==> src/rtl/voice_mix_scheduler_pkg.sv <==
// Shared audio definitions for the voice mix scheduler: sample limits, FSM encoding and saturation.
package voice_mix_scheduler_pkg;

    localparam int SAMPLE_W = 16;
    localparam logic signed [SAMPLE_W-1:0] SAMPLE_MAX = 16'sh7FFF;
    localparam logic signed [SAMPLE_W-1:0] SAMPLE_MIN = 16'sh8000;

    typedef enum logic [1:0] {
        ST_IDLE = 2'd0,
        ST_SCAN = 2'd1,
        ST_WAIT = 2'd2,
        ST_DONE = 2'd3
    } mix_state_e;

    function automatic logic signed [SAMPLE_W-1:0] sat16(input logic signed [31:0] v);
        if (v > 32'sd32767) begin
            return SAMPLE_MAX;
        end else if (v < -32'sd32768) begin
            return SAMPLE_MIN;
        end else begin
            return v[SAMPLE_W-1:0];
        end
    endfunction

endpackage

==> src/rtl/voice_mix_scheduler_if.sv <==
// Request/response link between the scheduler and the shared wave generator.
interface voice_mix_scheduler_if #(
    parameter int ADDR_W = 10
) ();
    import voice_mix_scheduler_pkg::*;

    logic                       gen_req;
    logic [ADDR_W-1:0]          gen_addr;
    logic                       gen_ack;
    logic signed [SAMPLE_W-1:0] gen_sample;

    modport master (
        output gen_req,
        output gen_addr,
        input  gen_ack,
        input  gen_sample
    );

    modport slave (
        input  gen_req,
        input  gen_addr,
        output gen_ack,
        output gen_sample
    );
endinterface

==> src/rtl/voice_mix_scheduler_phase_bank.sv <==
// Per-voice phase accumulators with one indexed address read and one add/clear write port.
module voice_phase_bank #(
    parameter int NUM_VOICES = 4,
    parameter int PHASE_W    = 22,
    parameter int ADDR_W     = 10,
    parameter int IDX_W      = 2
) (
    input  logic               clk,
    input  logic               reset,
    input  logic [IDX_W-1:0]   rd_idx_i,
    output logic [ADDR_W-1:0]  rd_addr_o,
    input  logic               wr_en_i,
    input  logic               wr_clr_i,
    input  logic [IDX_W-1:0]   wr_idx_i,
    input  logic [PHASE_W-1:0] wr_step_i
);

    logic [PHASE_W-1:0] phase_q [NUM_VOICES];

    assign rd_addr_o = phase_q[rd_idx_i][PHASE_W-1 -: ADDR_W];

    // Addition wraps modulo 2^PHASE_W, which is the intended oscillator behaviour.
    always_ff @(posedge clk or negedge reset) begin
        if (!reset) begin
            for (int i = 0; i < NUM_VOICES; i++) begin
                phase_q[i] <= '0;
            end
        end else if (wr_en_i) begin
            if (wr_clr_i) begin
                phase_q[wr_idx_i] <= '0;
            end else begin
                phase_q[wr_idx_i] <= phase_q[wr_idx_i] + wr_step_i;
            end
        end
    end

endmodule

==> src/rtl/voice_mix_scheduler.sv <==
// Time-multiplexes one shared wave generator across NUM_VOICES voices and mixes one
// saturated sample per audio frame.
module voice_mix_scheduler
    import voice_mix_scheduler_pkg::*;
#(
    parameter int NUM_VOICES = 4,
    parameter int PHASE_W    = 22,
    parameter int ADDR_W     = 10
) (
    input  logic                          clk,
    input  logic                          reset,
    input  logic                          new_frame,
    input  logic [NUM_VOICES-1:0]         voice_en,
    input  logic [NUM_VOICES*PHASE_W-1:0] voice_step,
    voice_mix_scheduler_if.master         gen,
    output logic signed [SAMPLE_W-1:0]    mix_sample,
    output logic                          mix_valid,
    output logic                          overrun
);

    localparam int IDX_W = (NUM_VOICES > 1) ? $clog2(NUM_VOICES) : 1;
    localparam int ACC_W = SAMPLE_W + $clog2(NUM_VOICES);

    mix_state_e                 state_q;
    logic [IDX_W-1:0]           idx_q;
    logic signed [ACC_W-1:0]    acc_q;
    logic                       gen_req_q;
    logic [ADDR_W-1:0]          gen_addr_q;
    logic signed [SAMPLE_W-1:0] mix_sample_q;
    logic                       mix_valid_q;
    logic                       overrun_q;

    logic                       last_voice;
    logic [ADDR_W-1:0]          rd_addr;
    logic                       wr_en;
    logic                       wr_clr;
    logic [PHASE_W-1:0]         step_sel;
    logic signed [ACC_W-1:0]    sample_ext;

    assign last_voice = (idx_q == IDX_W'(NUM_VOICES - 1));
    assign step_sel   = voice_step[int'(idx_q)*PHASE_W +: PHASE_W];
    assign sample_ext = {{(ACC_W-SAMPLE_W){gen.gen_sample[SAMPLE_W-1]}}, gen.gen_sample};

    // A disabled slot clears its phase; an acked slot advances by the step live at ack time.
    assign wr_en  = ((state_q == ST_SCAN) && !voice_en[idx_q]) ||
                    ((state_q == ST_WAIT) && gen.gen_ack);
    assign wr_clr = (state_q == ST_SCAN);

    voice_phase_bank #(
        .NUM_VOICES (NUM_VOICES),
        .PHASE_W    (PHASE_W),
        .ADDR_W     (ADDR_W),
        .IDX_W      (IDX_W)
    ) u_bank (
        .clk        (clk),
        .reset      (reset),
        .rd_idx_i   (idx_q),
        .rd_addr_o  (rd_addr),
        .wr_en_i    (wr_en),
        .wr_clr_i   (wr_clr),
        .wr_idx_i   (idx_q),
        .wr_step_i  (step_sel)
    );

    // state   | meaning
    // IDLE    | waiting for new_frame
    // SCAN    | checking enable of voice idx, issuing request if enabled
    // WAIT    | request outstanding, holding gen_addr until gen_ack
    // DONE    | publishing saturated mix and pulsing mix_valid
    always_ff @(posedge clk or negedge reset) begin
        if (!reset) begin
            state_q      <= ST_IDLE;
            idx_q        <= '0;
            acc_q        <= '0;
            gen_req_q    <= 1'b0;
            gen_addr_q   <= '0;
            mix_sample_q <= '0;
            mix_valid_q  <= 1'b0;
            overrun_q    <= 1'b0;
        end else begin
            mix_valid_q <= 1'b0;
            overrun_q   <= new_frame && (state_q != ST_IDLE);
            case (state_q)
                ST_IDLE: begin
                    if (new_frame) begin
                        idx_q   <= '0;
                        acc_q   <= '0;
                        state_q <= ST_SCAN;
                    end
                end
                ST_SCAN: begin
                    if (voice_en[idx_q]) begin
                        gen_req_q  <= 1'b1;
                        gen_addr_q <= rd_addr;
                        state_q    <= ST_WAIT;
                    end else if (last_voice) begin
                        state_q <= ST_DONE;
                    end else begin
                        idx_q <= idx_q + IDX_W'(1);
                    end
                end
                ST_WAIT: begin
                    if (gen.gen_ack) begin
                        acc_q     <= acc_q + sample_ext;
                        gen_req_q <= 1'b0;
                        if (last_voice) begin
                            state_q <= ST_DONE;
                        end else begin
                            idx_q   <= idx_q + IDX_W'(1);
                            state_q <= ST_SCAN;
                        end
                    end
                end
                ST_DONE: begin
                    mix_sample_q <= sat16({{(32-ACC_W){acc_q[ACC_W-1]}}, acc_q});
                    mix_valid_q  <= 1'b1;
                    state_q      <= ST_IDLE;
                end
                default: state_q <= ST_IDLE;
            endcase
        end
    end

    assign gen.gen_req  = gen_req_q;
    assign gen.gen_addr = gen_addr_q;
    assign mix_sample   = mix_sample_q;
    assign mix_valid    = mix_valid_q;
    assign overrun      = overrun_q;

endmodule

==> src/flat_wrapper.sv <==
// flat-port wrapper written by rule: the top's interface ports become plain ports
module voice_mix_scheduler_flat import voice_mix_scheduler_pkg::*;
#(
    parameter int NUM_VOICES = 4,
    parameter int PHASE_W    = 22,
    parameter int ADDR_W     = 10
)
  (clk, reset, new_frame, voice_en, voice_step, mix_sample, mix_valid, overrun, gen_gen_req, gen_gen_addr, gen_gen_ack, gen_gen_sample);
  voice_mix_scheduler_if #(.ADDR_W(ADDR_W)) gen_i ();
  input  logic clk;
  input  logic reset;
  input  logic new_frame;
  input  logic [NUM_VOICES-1:0] voice_en;
  input  logic [NUM_VOICES*PHASE_W-1:0] voice_step;
  output logic signed [SAMPLE_W-1:0] mix_sample;
  output logic mix_valid;
  output logic overrun;
  output wire logic [$bits(gen_i.gen_req)-1:0] gen_gen_req;
  output wire logic [$bits(gen_i.gen_addr)-1:0] gen_gen_addr;
  input wire logic [$bits(gen_i.gen_ack)-1:0] gen_gen_ack;
  input wire logic [$bits(gen_i.gen_sample)-1:0] gen_gen_sample;
  assign gen_gen_req = gen_i.gen_req;
  assign gen_gen_addr = gen_i.gen_addr;
  assign gen_i.gen_ack = gen_gen_ack;
  assign gen_i.gen_sample = gen_gen_sample;
  voice_mix_scheduler #(.NUM_VOICES(NUM_VOICES), .PHASE_W(PHASE_W), .ADDR_W(ADDR_W)) u_core (.clk(clk), .reset(reset), .new_frame(new_frame), .voice_en(voice_en), .voice_step(voice_step), .gen(gen_i), .mix_sample(mix_sample), .mix_valid(mix_valid), .overrun(overrun));
endmodule
==> config.mk <==
export PLATFORM = sky130hd
export DESIGN_NAME = voice_mix_scheduler_flat
export DESIGN_NICKNAME = d
export VERILOG_FILES = /design/src/rtl/voice_mix_scheduler_pkg.sv /design/src/rtl/voice_mix_scheduler_if.sv /design/src/rtl/voice_mix_scheduler_phase_bank.sv /design/src/rtl/voice_mix_scheduler.sv /design/src/flat_wrapper.sv
export SDC_FILE = /design/constraint.sdc
export NUM_CORES = 1
export LEC_CHECK = 0
export ABC_AREA = 1
export ABC_CLOCK_PERIOD_IN_PS = 2800
export CAP_MARGIN = 25
export CORE_ASPECT_RATIO = 1.1
export CORE_MARGIN = 1.5
export CORE_UTILIZATION = 50
export CTS_CLUSTER_DIAMETER = 50
export DETAILED_ROUTE_END_ITERATION = 12
export GPL_ROUTABILITY_DRIVEN = 0
export HOLD_SLACK_MARGIN = 0.15
export PLACE_DENSITY_LB_ADDON = 0.2
export SKIP_LAST_GASP = 1
export SYNTH_ARGS = -nofsm -noshare
export SYNTH_HDL_FRONTEND = slang
export SYNTH_HIERARCHICAL = 1
export SYNTH_SLANG_ARGS = --single-unit
==> constraint.sdc <==
create_clock -name clk -period 2.8 [get_ports clk]
set_input_delay 0.42 -clock clk [delete_from_list [all_inputs] [get_ports clk]]
set_output_delay 0.42 -clock clk [all_outputs]
set_load 0.03 [all_outputs]
==> metrics.md <==
| Metric | Value |
|---|---|
| Clk slew on worst S/H paths | roughly 0.060 ns |
| Cell count after synthesis | 1328 |
| Post-Syn Area | approximately 9000 um2 |
| R2R depth | 17 |
| Most common cell after layout, fill and taps aside | nand2_1 |
| Synthesis Warnings | 6 |
| Min-Delay Startpoint | u_core/mix_sample[8]$_DFFE_PN0P_ |
| Syn-to-layout area delta | 43.7% |
| R2R Path Start | u_core/idx_q[0]$_DFFE_PN0P_ |
| R2R Setup Slk | -0.06 ns |
| RSZ-0062 raised after global routing | true |
| Final WL | ~32 mm |
| Final Max Slew Viols | 0 |
| Post-synthesis cell type count | 40 |
| CTS Buf Count | 17 |
| Post-synth EDFFs | 0 |
| GRT overflow | 0 |
| Multi-input gate area | ~6000 um2 |
| Main synth FF type | dfrtp_1 |
| Sequential Area | 3480 um2 |
| CTS H-tree lvls | 4 |
| CTS tree | yes |
| Hold Path End | u_core/mix_sample[8]$_DFFE_PN0P_ |
| FF-to-FF End | u_core/u_bank/phase_q[86]$_DFFE_PN0P_ |
| Slew of the pin with the lowest slew margin | between 0.6 and 0.7 ns |
| Period Utilization, post-route | 102% |
| Design area | around 13000 um2 |
| Violated checks | negative setup slack |
| CP max FO | 19 |
| Crit-path max cell delay | between 0.4 and 0.5 ns |
| Worst setup SP type | flip-flop |
| Setup violators final | 16 |
| Dpl cell area | between 10000 and 15000 um2 |
| Req. time, crit path | between 3 and 4 ns |
| Tot GR Track Use | around 31% |
| Wire per inst | 17.9 um |
| Worst setup margin | -0.0586 ns |
| Critical path's slowest cell | dfrtp_2 |
| Root Buffer Master | clkbuf_16 |
| Sequential fraction of the synthesis area | around 38% |
| Tmin final | roughly 2.9 ns |
| Core footprint | ~18000 um2 |
| Fillcell total | about 1.3k |
| Worst Hold Class | flip-flop to flip-flop |
| Most frequent CP cell | nand2_1 |
| Die H | 145 um |
| Crit path max-delay family | simple AND/OR/NAND/NOR gates |
| Fraction of registers with async set/reset | between 90% and 100% |
| Port Buf Inserts | between 100 and 150 |
| Worst-skew pair later-pin latency | around 0.43 ns |
| Initial antenna violation count | 0 |
| Largest net degree at the start of global routing | 70 |
| Drt drc | 0 |
| Dpl hpwl | 22.0 mm |
| Hold depth | 2 |
| Clock buffer depth | 2 |
| DR vias | 10.6k |
| Vias per inst | 5.84 |
| CP Capture Type | flip-flop |
| Worst rel slew slack | a little under three fifths |
| Final hold vios | 0 |
| N_diodes | 0 |
| Setup Crit Path Kind | flip-flop to flip-flop |
| Io pins | between 100 and 150 |
| Crit-path cells | buf_8 -> nor2_4 -> inv_4 -> buf_4 -> o221ai_2 -> ha_1 -> nand2_2 -> inv_1 -> nand2_1 -> nand2_1 -> buf_4 -> nand2_1 -> nand2_2 -> nand2_2 -> nand4_1 -> nand4_1 -> nand2_1 |
| # clock sinks | between 100 and 150 |
| Number of global-route vias before repair | about 9.6k |
| Chip Width | between 100 and 150 um |
| Mean Syn Cell Area | ~6.9 um2 |
| Max Clock Skew | around 0.010 ns |
| Most frequent cells in the layout | nand2_1 (400), clkdlybuf4s50_1 (139), dfrtp_1 (137), inv_1 (108), o21ai_0 (104) |
| Post-Syn Nets | 1485 |
| Setup TNS Final | -0.374 ns |
| Total die area | 19200 um2 |
| Nets | 1713 |
| Row cnt | 51 |
| First-pass GRT wire length | around 48 mm |
| Critical path arrival | 3.17 ns |
| Detailed-router iteration count before antenna repair | 6 |
| Starting density of the core | around half |
| Layout cell share with drive strength beyond 1 | between 20% and 30% |
| Max Cap Violations | 0 |
| ANT nets after route | 0 |
| Peak Freq | 350 MHz |
| CP bufs+invs | 5 |
| Yosys reg bits | about 140 |
| Status | finished, violations left |
| Initial DRC Count | 1206 |
==> registers in the layout (all words and copies together) (netlist names) <==
register / cells
u_core/acc_q: 18
u_core/overrun: 1
u_core/idx_q: 2
u_core/u_bank/phase_q: 88
u_core/gen.gen_addr: 10
u_core/state_q: 2
u_core/mix_valid: 1
u_core/gen.gen_req: 1
u_core/mix_sample: 16
==> worst max-delay path by stage <==
stage | slack, ns | start | end | cells past startpoint
final | -0.06 | u_core/idx_q[0]$_DFFE_PN0P_ | u_core/u_bank/phase_q[86]$_DFFE_PN0P_ | 17
after global routing | -0.15 | u_core/idx_q[0]$_DFFE_PN0P_ | u_core/u_bank/phase_q[86]$_DFFE_PN0P_ | 17
after detailed placement | -0.14 | u_core/idx_q[1]$_DFFE_PN0P_ | u_core/u_bank/phase_q[55]$_DFFE_PN0P_ | 19
after global placement | -0.11 | u_core/idx_q[1]$_DFFE_PN0P_ | u_core/u_bank/phase_q[11]$_DFFE_PN0P_ | 18
after CTS | -0.01 | u_core/idx_q[1]$_DFFE_PN0P_ | u_core/u_bank/phase_q[32]$_DFFE_PN0P_ | 16
after floorplan | 0.02 | u_core/idx_q[0]$_DFFE_PN0P_ | u_core/u_bank/phase_q[60]$_DFFE_PN0P_ | 19
==> synthesized netlist by cell type, types with 15 or more instances <==
master | instances | share of area [%]
nor2_1 | 118 | 4.8
buf_2 | 15 | 0.82
ha_1 | 43 | 5.8
nand3_1 | 48 | 2.6
o21ai_0 | 111 | 6.0
clkbuf_1 | 26 | 1.1
a21oi_1 | 42 | 2.3
o21ai_1 | 31 | 1.7
inv_1 | 113 | 4.6
nand2_1 | 454 | 19
o22ai_1 | 47 | 3.2
a22oi_1 | 29 | 2.4
dfrtp_1 | 139 | 38
nand4_1 | 31 | 2.1
==> cells by family (layout without fill, tap and decap cells) <==
group                    after synthesis  after routing  share of synthesized area [%]
adder cells (fa/ha/maj)               45             45                           6.28
AND/OR/NAND/NOR                      691            691                           31.1
AO/OA/AOI/OAI                        276            276                           17.1
buffers and inverters                175            416                           7.58
XOR/XNOR                               2              2                          0.190
flip-flops                           139            139                           37.8
==> stage by stage <==
stage / instances / utilization (%) / setup WS, ns / hold slack (ns)
finish: 1807 / 74.1 / -0.0586 / 0.478
floorplan: 1328 / - / 0.0158 / 0.124
CTS: 1787 / 68.0 / -0.0107 / 0.475
global route: 1807 / 74.1 / -0.151 / 0.500
global placement: 1753 / 64.2 / -0.110 / 0.455
detailed placement: 1753 / 64.2 / -0.139 / 0.459
==> routing by layer <==
layer / global-route usage [%] / share of wire (%) / vias to the layer above
met5: 0 / 0 / -
li1: - / - / 4861
met4: 11.5 / 3.7 / 0
met3: 6.13 / 9.1 / 120
met1: 40.5 / 40 / 4918
met2: 51.4 / 48 / 659
==> tightest hold or removal path, stage by stage, from the launching register on <==
cell	delay [ns]
dfrtp_1	0.34
nand2_1	0.05
nand2_1	0.05
==> layout make-up <==
cell class                 count  share of cell area [%]
timing repair buffer         256                    18.5
multi-input combinational   1014                    44.6
clock inverter                14                    1.21
inverter                     128                    3.72
tap                          238                    2.25
clock buffer                  18                    3.32
sequential                   139                    26.3
==> timing repair <==
item | CTS | global route
buffers inserted | 1 | 17
hold buffers | 1 | 0
gates cloned | 0 | 3
pin swaps | 3 | 66
endpoints found under the hold margin | 66 | 0
gates resized for setup | 16 | 201
endpoints found under the setup margin | 70 | 73
Power is left out: the tool's default activity adds up to more than one toggle a clock period on the data nets, which glitch-free logic cannot reach.
